===== config.mk =====
export PLATFORM = sky130hd
export DESIGN_NAME = wvlt_obuf
export DESIGN_NICKNAME = d
export VERILOG_FILES = /design/src/rtl/wvlt_obuf.sv
export SDC_FILE = /design/constraint.sdc
export NUM_CORES = 2
export LEC_CHECK = 0
export ABC_AREA = 0
export CORE_MARGIN = 2
export CORE_UTILIZATION = 57
export DETAILED_ROUTE_END_ITERATION = 10
export GPL_ROUTABILITY_DRIVEN = 1
export HOLD_SLACK_MARGIN = 0.05
export PLACE_DENSITY_LB_ADDON = 0.1
export SLEW_MARGIN = 25
export SYNTH_ARGS = -nofsm -noshare
export SYNTH_HDL_FRONTEND = slang
export SYNTH_SLANG_ARGS = --single-unit
export TNS_END_PERCENT = 100

===== constraint.sdc =====
create_clock -name iclk -period 3.8 [get_ports iclk]
set_clock_uncertainty 0.2 [all_clocks]
set_input_delay 0.57 -clock iclk [delete_from_list [all_inputs] [get_ports iclk]]
set_output_delay 0.57 -clock iclk [all_outputs]
set_load 0.005 [all_outputs]

===== src/rtl/wvlt_obuf.sv =====
// Wavelet output buffer: packs (l,h) coefficient pairs from the slow core beat into a
// word buffer and replays the stored frame at full clock rate. Optional macro: WVLT_OBUF_SWAP_EN.
module wvlt_obuf #(
   parameter  int pW_DAT     = 16,
   parameter  int pWORDS_DAT = 128,
   localparam int pADR_DAT   = $clog2(pWORDS_DAT)
) (
   input  logic                iclk,
   input  logic                irst_n,
   input  logic                iclk_ena,
   input  logic                iena,
   input  logic [pW_DAT-1:0]   idat_l,
   input  logic [pW_DAT-1:0]   idat_h,
   input  logic                ireq,
   output logic                ordy,
   output logic [pADR_DAT:0]   olen,
   output logic                oena,
   output logic [pW_DAT-1:0]   odat,
   output logic                oovf
);

   typedef enum logic [1:0] {
      IDLE  = 2'd0,
      FILL  = 2'd1,
      READY = 2'd2,
      DRAIN = 2'd3
   } state_t;

   localparam logic [pADR_DAT:0] cFULL = (pADR_DAT+1)'(pWORDS_DAT);

   state_t                r_state;
   state_t                w_state_nxt;

   logic [pW_DAT-1:0]     r_mem [pWORDS_DAT];

   logic [pADR_DAT:0]     r_wr_cnt;
   logic [pADR_DAT:0]     r_olen;
   logic [pADR_DAT-1:0]   r_rd_adr;
   logic                  r_hold_vld;
   logic [pW_DAT-1:0]     r_hold;
   logic                  r_ovf;

   logic                  r_iss_d1;
   logic [pW_DAT-1:0]     r_rd_dat;
   logic                  r_oena;
   logic [pW_DAT-1:0]     r_odat;

   logic                  w_beat;
   logic                  w_can_write;
   logic                  w_accept;
   logic                  w_drop;
   logic                  w_end;
   logic                  w_can_read;
   logic                  w_issue;
   logic                  w_last;
   logic [pW_DAT-1:0]     w_first;
   logic [pW_DAT-1:0]     w_second;
   logic                  w_mem_we;
   logic [pADR_DAT-1:0]   w_mem_adr;
   logic [pW_DAT-1:0]     w_mem_din;

`ifdef WVLT_OBUF_SWAP_EN
   assign w_first  = idat_h;
   assign w_second = idat_l;
`else
   assign w_first  = idat_l;
   assign w_second = idat_h;
`endif

   // A beat takes the write port for two cycles: first word now, held word on the next cycle.
   assign w_beat      = iclk_ena & iena;
   assign w_can_write = (r_state == IDLE) || (r_state == FILL);
   assign w_accept    = w_beat & w_can_write & (r_wr_cnt != cFULL);
   assign w_drop      = w_beat & ~w_accept;
   assign w_end       = iclk_ena & ~iena & (r_state == FILL);

   assign w_can_read  = (r_state == READY) || (r_state == DRAIN);
   assign w_issue     = ireq & w_can_read;
   assign w_last      = w_issue & ({1'b0, r_rd_adr} == (r_olen - (pADR_DAT+1)'(1)));

   always_comb begin
      w_mem_we  = 1'b0;
      w_mem_adr = r_wr_cnt[pADR_DAT-1:0];
      w_mem_din = w_first;
      if (r_hold_vld) begin
         w_mem_we  = 1'b1;
         w_mem_adr = r_wr_cnt[pADR_DAT-1:0] + pADR_DAT'(1);
         w_mem_din = r_hold;
      end else if (w_accept) begin
         w_mem_we  = 1'b1;
      end
   end

   always_comb begin
      w_state_nxt = r_state;
      case (r_state)
         IDLE:    if (w_accept) w_state_nxt = FILL;
         FILL:    if (w_end)    w_state_nxt = READY;
         READY:   if (w_issue)  w_state_nxt = w_last ? IDLE : DRAIN;
         DRAIN:   if (w_last)   w_state_nxt = IDLE;
         default:               w_state_nxt = IDLE;
      endcase
   end

   always_ff @(posedge iclk) begin
      if (!irst_n) begin
         r_state    <= IDLE;
         r_wr_cnt   <= '0;
         r_olen     <= '0;
         r_rd_adr   <= '0;
         r_hold_vld <= 1'b0;
         r_hold     <= '0;
         r_ovf      <= 1'b0;
      end else begin
         r_state    <= w_state_nxt;
         r_hold_vld <= w_accept;
         if (w_accept) begin
            r_hold <= w_second;
         end
         if (r_hold_vld) begin
            r_wr_cnt <= r_wr_cnt + (pADR_DAT+1)'(2);
         end
         // Length is latched at frame end; the write counter restarts for the next frame.
         if (w_end) begin
            r_olen   <= r_wr_cnt;
            r_wr_cnt <= '0;
         end
         if (w_drop) begin
            r_ovf <= 1'b1;
         end
         if (w_issue) begin
            r_rd_adr <= w_last ? '0 : r_rd_adr + pADR_DAT'(1);
         end
      end
   end

   always_ff @(posedge iclk) begin
      if (w_mem_we) begin
         r_mem[w_mem_adr] <= w_mem_din;
      end
   end

   // Two-stage read: registered memory output, then output register holding the last valid word.
   always_ff @(posedge iclk) begin
      if (!irst_n) begin
         r_iss_d1 <= 1'b0;
         r_rd_dat <= '0;
         r_oena   <= 1'b0;
         r_odat   <= '0;
      end else begin
         r_iss_d1 <= w_issue;
         if (w_issue) begin
            r_rd_dat <= r_mem[r_rd_adr];
         end
         r_oena <= r_iss_d1;
         if (r_iss_d1) begin
            r_odat <= r_rd_dat;
         end
      end
   end

   assign ordy = w_can_read;
   assign olen = r_olen;
   assign oena = r_oena;
   assign odat = r_odat;
   assign oovf = r_ovf;

endmodule


======== Yosys cells after proc, flatten, opt, wreduce, memory -nomap -nowiden ========
Memory sizes are Yosys's and may differ from the RTL's. A register that Yosys moved wholly into a read port is not among the register bits.
Cells that the tools add are included.
operators by class
  bitwise logic cells ..................... 11
  muxes and demuxes ....................... 13
  $add $sub $neg .......................... 4
  reduce and logical (&&, ||, !) cells .... 6
  eq/ne operators ......................... 9
operators with widths
  operator                                           count
  2-to-1 mux 16 bit                                  1
  adder 7 x 1 -> 7 bit (second input constant)       2
  2-to-1 mux 7 bit                                   2
  2-to-1 mux 2 bit                                   5
  adder 8 x 2 -> 8 bit (second input constant)       1
  AND 1 bit                                          8
  == test 7 x 8 -> 1 bit                             1
  != test 2 bit (second input constant)              4
  != test 8 bit (second input constant)              1
  case mux 2 bit (4 select lines)                    1
  subtractor 8 x 1 -> 8 bit (second input constant)  1
  == test 2 bit (second input constant)              2
  2-to-1 mux 1 bit                                   4
  AND reduction 4 bit                                1
  NOT 1 bit                                          3
  == test 2 x 1 -> 1 bit (second input constant)     1
  zero test 2 bit                                    1
  logical OR 1 bit                                   2
  OR reduction 2 bit                                 1
  zero test 1 bit                                    1
word-level totals
  word-level logic and storage cells ...... 54
  RAM bits ................................ 2048
  register bits after elaboration ......... 61
  input port bits ......................... 37
  memories kept ........................... 1
memories
  memory  words  width  read ports  clocked after memory_dff  write ports  RTL line  text
  r_mem   128    16     1           1                         1            34        logic [pW_DAT-1:0] r_mem [pWORDS_DAT];

======== Longest topological paths before layout ========
  word-level depth ........................ 8
  mapped depth ............................ 13
  mapped depth without buffers ............ 8

======== Least setup slack after synthesis ========
Ideal clock, no wire load.
  path kind ............................... reg2reg
  start ................................... reg r_wr_cnt[1]
  end ..................................... mem r_mem[98][0], enable pin
  clock period less this slack ............ 3.056 ns
  stages on the path, launching flop included .. 9
  arrival time ............................ 2.468 ns
  slack ................................... 0.744 ns
  library setup time ...................... 0.389 ns
  required time ........................... 3.211 ns
  cell sequence ........................... dfxtp_1 -> inv_1 -> ha_1 -> a311o_1 -> clkbuf_1 -> nor2_1 -> nand2_1 -> clkbuf_1 -> nor2_1
between the ends
  word-level cells in the longest chain between the ends .. 6
  elaborated cells on any way between the ends .. 8
  classes of those cells .................. 1 x add/sub; 1 x eq/ne; 5 x mux; 1 x bitwise
RTL lines
  what                                    RTL line  text
  start, declared                         36        logic [pADR_DAT:0] r_wr_cnt;
  start signal, assigned                  121       r_wr_cnt <= r_wr_cnt + (pADR_DAT+1)'(2);
  != test 8 bit                           73        assign w_accept = w_beat & w_can_write & (r_wr_cnt != cFULL);
  AND 1 bit                               73
  2-to-1 mux 1 bit                        89        end else if (w_accept) begin
  2-to-1 mux 1 bit                        85        if (r_hold_vld) begin
  2-to-1 mux 1 bit                        138       if (w_mem_we) begin
  2-to-1 mux 1 bit (implied by the code)  139       r_mem[w_mem_adr] <= w_mem_din;
  end, declared                           34
Several ways; a longest one is shown, not always the timed one.

==> impl_metrics.env <==
export IMPL_final_cells=6403
export IMPL_drc=0
export IMPL_dieWidth_um=384
export IMPL_grt_util_all_layers_pct=29.3
export IMPL_core_area_mm2=0.143
export IMPL_ys_ff_latch=2123
export IMPL_multi_input_area_mm2=0.0180
export IMPL_pre_cts_slack_ns=0.158
export IMPL_syn_area_per_cell_um2=20.9
export IMPL_synth_edf_count=2048
export IMPL_routed_via_density=6.53
export IMPL_antenna_found_initial=6
export IMPL_area_growth_pct=14.4
export IMPL_worstMarginPinSlew_ns=0.968
export IMPL_pin_count=64
export IMPL_cts_sink_count=2123
export IMPL_period_minus_slack_ns=3.71
export IMPL_grt_pass1_wl_um=303000
export IMPL_num_rows=139
export IMPL_synthTopCellsByCount="2048 x edfxtp_1, 451 x mux4_2, 263 x mux2i_1"
export IMPL_synth_ff_type="edfxtp_1"
export IMPL_intPower_uw=37600
export IMPL_seqCellArea_mm2=0.0630
export IMPL_max_clock_path_buffers=3
export IMPL_cts_setup_buffers=0
export IMPL_numCtsBuffers=204
export IMPL_worstSetupStartpointType="register"
export IMPL_syn_nets=3966
export IMPL_topRoutingLayerUsed="met5"
export IMPL_p_switching_uw=9390
export IMPL_whs_ns=0.110
export IMPL_rsz0062_at_grt="false"
export IMPL_portBuffers=62
export IMPL_netlist_area_mm2=0.0821
export IMPL_timing_fmax_mhz=269
export IMPL_ys_types=66
export IMPL_p_leak_uw=0.0293
export IMPL_ys_warn_count=0
export IMPL_p_comb_share_pct=2.5
export IMPL_grt_pass1_vias=40900
export IMPL_final_period_utilization_pct=97.7
export IMPL_grt_overflow_total=0
export IMPL_dr_pass1_iters=6
export IMPL_hpwl_um=133000
export IMPL_required_ns=4.36
export IMPL_r2r_cells=6
export IMPL_grt_max_degree=129
export IMPL_met1_length_um=85400
export IMPL_wl_um=213000
export IMPL_setup_tns_ns=0
export IMPL_clockRootBuffer="clkbuf_16"
export IMPL_hold_buffers=1
export IMPL_gp_congestion=0.914
export IMPL_wl_met2_um=97800
export IMPL_drv_slew=0
export IMPL_pwr_share_seq_pct=55.0
export IMPL_routed_wl_met3_um=23200
export IMPL_maxCapViolations=0
export IMPL_cts_tree="done"
export IMPL_synth_cells=3923
export IMPL_min_path_type="in -> reg"
export IMPL_critical_path_arrival_ns=4.27
export IMPL_critical_path_class="reg -> reg"
export IMPL_powerDensity_mw_per_mm2=501
export IMPL_wl_per_cell_um=33.3
export IMPL_dp_cells=6020
export IMPL_synth_top_cell_area_share_pct=74.9
export IMPL_antenna_left=0
export IMPL_crit_fanout=23
export IMPL_slew_limit_headroom_pct=33.8
export IMPL_nFillCells=9380
export IMPL_finalNetCount=4367
export IMPL_dieHeight_um=384
export IMPL_insertion_delay_ns=0.82
export IMPL_die_area_mm2=0.147
export IMPL_cp_end_kind="register"
export IMPL_start_util_pct=57.3
export IMPL_clockPowerShare_pct=42.5
export IMPL_power_switching_share_pct=20.0
export IMPL_status="completed"
export IMPL_setup_viol=0
export IMPL_clk_pin_slew_worst_paths_ns=0.07
export IMPL_synth_top_cells_by_area="edfxtp_1 75%, mux4_2 12%, mux2i_1 3.2%"
export IMPL_hold_viol_final=0
export IMPL_hold_depth=3
export IMPL_drt_first_iter_violations=6327
export IMPL_ir_worst_vdd_mv=0.357
export IMPL_seq_area_frac_synth_pct=76.7
export IMPL_cts_resized=0
export IMPL_drive_above_1_share_pct=26.2
export IMPL_synth_most_common_cell="edfxtp_1"
export IMPL_htreeDepth=4
export IMPL_synth_top_area_cell="edfxtp_1"
export IMPL_dr_total_vias=41800
export IMPL_ys_async_sr_fraction_pct=0
export IMPL_setup_ws_ns=0.0872
export IMPL_p_total_uw=47000
## final cells by class
| type | instances | area share, % |
|---|---|---|
| antenna | 2 | 0.00533 |
| clock buffer | 259 | 5.81 |
| clock inverter | 121 | 1.19 |
| inverter | 11 | 0.0493 |
| multi-input combinational | 1561 | 19.1 |
| sequential | 2123 | 67.1 |
| tap | 1903 | 2.53 |
| timing repair buffer | 423 | 4.20 |
## power groups by stage
| stage | Sequential [µW] | Clock [µW] | Combinational [µW] |
|---|---|---|---|
| after floorplan | 26300 | 0 | 564 |
| after global placement | 26300 | 0 | 1150 |
| after detailed placement | 26300 | 0 | 1180 |
| after CTS | 25800 | 20200 | 1180 |
| after global routing | 25800 | 21100 | 1250 |
| final | 25800 | 20000 | 1180 |
## critical path, cell delays in order, from the launching register on
cell and delay (ns):
dfxtp_4 0.52, buf_12 0.26, and2b_1 0.81, a22oi_1 0.38, a22o_1 0.41, o21ai_0 0.78
a32o_1 0.27
## final timing paths
check	from	slack [ns]	endpoint
max	r_rd_adr[3]	0.09	r_rd_dat[5]
min	idat_h[0]	0.11	r_hold[0]
max reg2reg	r_rd_adr[3]	0.09	r_rd_dat[5]
min reg2reg	r_rd_dat[7]	0.26	r_rd_dat[7]
## logic make-up (layout without fill, tap and decap cells)
group / after synthesis / in the layout / share of synthesized area (%)
buf+inv: 239 / 814 / 1.55
xor+xnor: 18 / 18 / 0.192
mux: 753 / 753 / 16.1
other cells: 1 / 3 / 0.00457
fa+ha+maj: 6 / 6 / 0.0914
simple gates: 432 / 432 / 2.31
flops: 2123 / 2123 / 76.7
compound gates: 351 / 351 / 3.03
## cells in the final DEF (no fill, tap or decap), types with 41 or more instances in the layout
cell type / synthesis / final
edfxtp_1: 2048 / 2048
clkinv_1: 0 / 42
dfxtp_1: 75 / 68
clkdlybuf4s50_1: 0 / 61
clkbuf_1: 86 / 47
nor2_1: 161 / 151
buf_12: 1 / 49
a21oi_1: 62 / 62
buf_4: 45 / 311
clkbuf_16: 0 / 210
mux4_2: 451 / 451
nand2_1: 149 / 149
mux2i_1: 263 / 263
clkinv_2: 0 / 41
## routing by layer
layer | global-route usage (%) | vias to the layer above
li1 | - | 17100
met1 | 44.0 | 22100
met2 | 43.6 | 2290
met3 | 6.42 | 318
met4 | 9.28 | 2
met5 | 0 | -
## stage by stage
| stage | util [%] | instance area [µm²] |
|---|---|---|
| global placement | 61.0 | 87400 |
| finish | 65.6 | 93900 |
| detailed placement | 61.0 | 87400 |
| global route | 65.6 | 93900 |
| CTS | 65.6 | 93900 |
| floorplan | - | 82100 |
## sequential cells by signal, summed over array words and instances (netlist names)
signal / cells
r_rd_adr: 7
oovf: 1
olen: 7
r_wr_cnt: 7
oena: 1
r_iss_d1: 1
r_mem: 2048
r_state: 2
r_hold_vld: 1
odat: 16
r_rd_dat: 16
r_hold: 16
(Power assumes the default switching activity.)
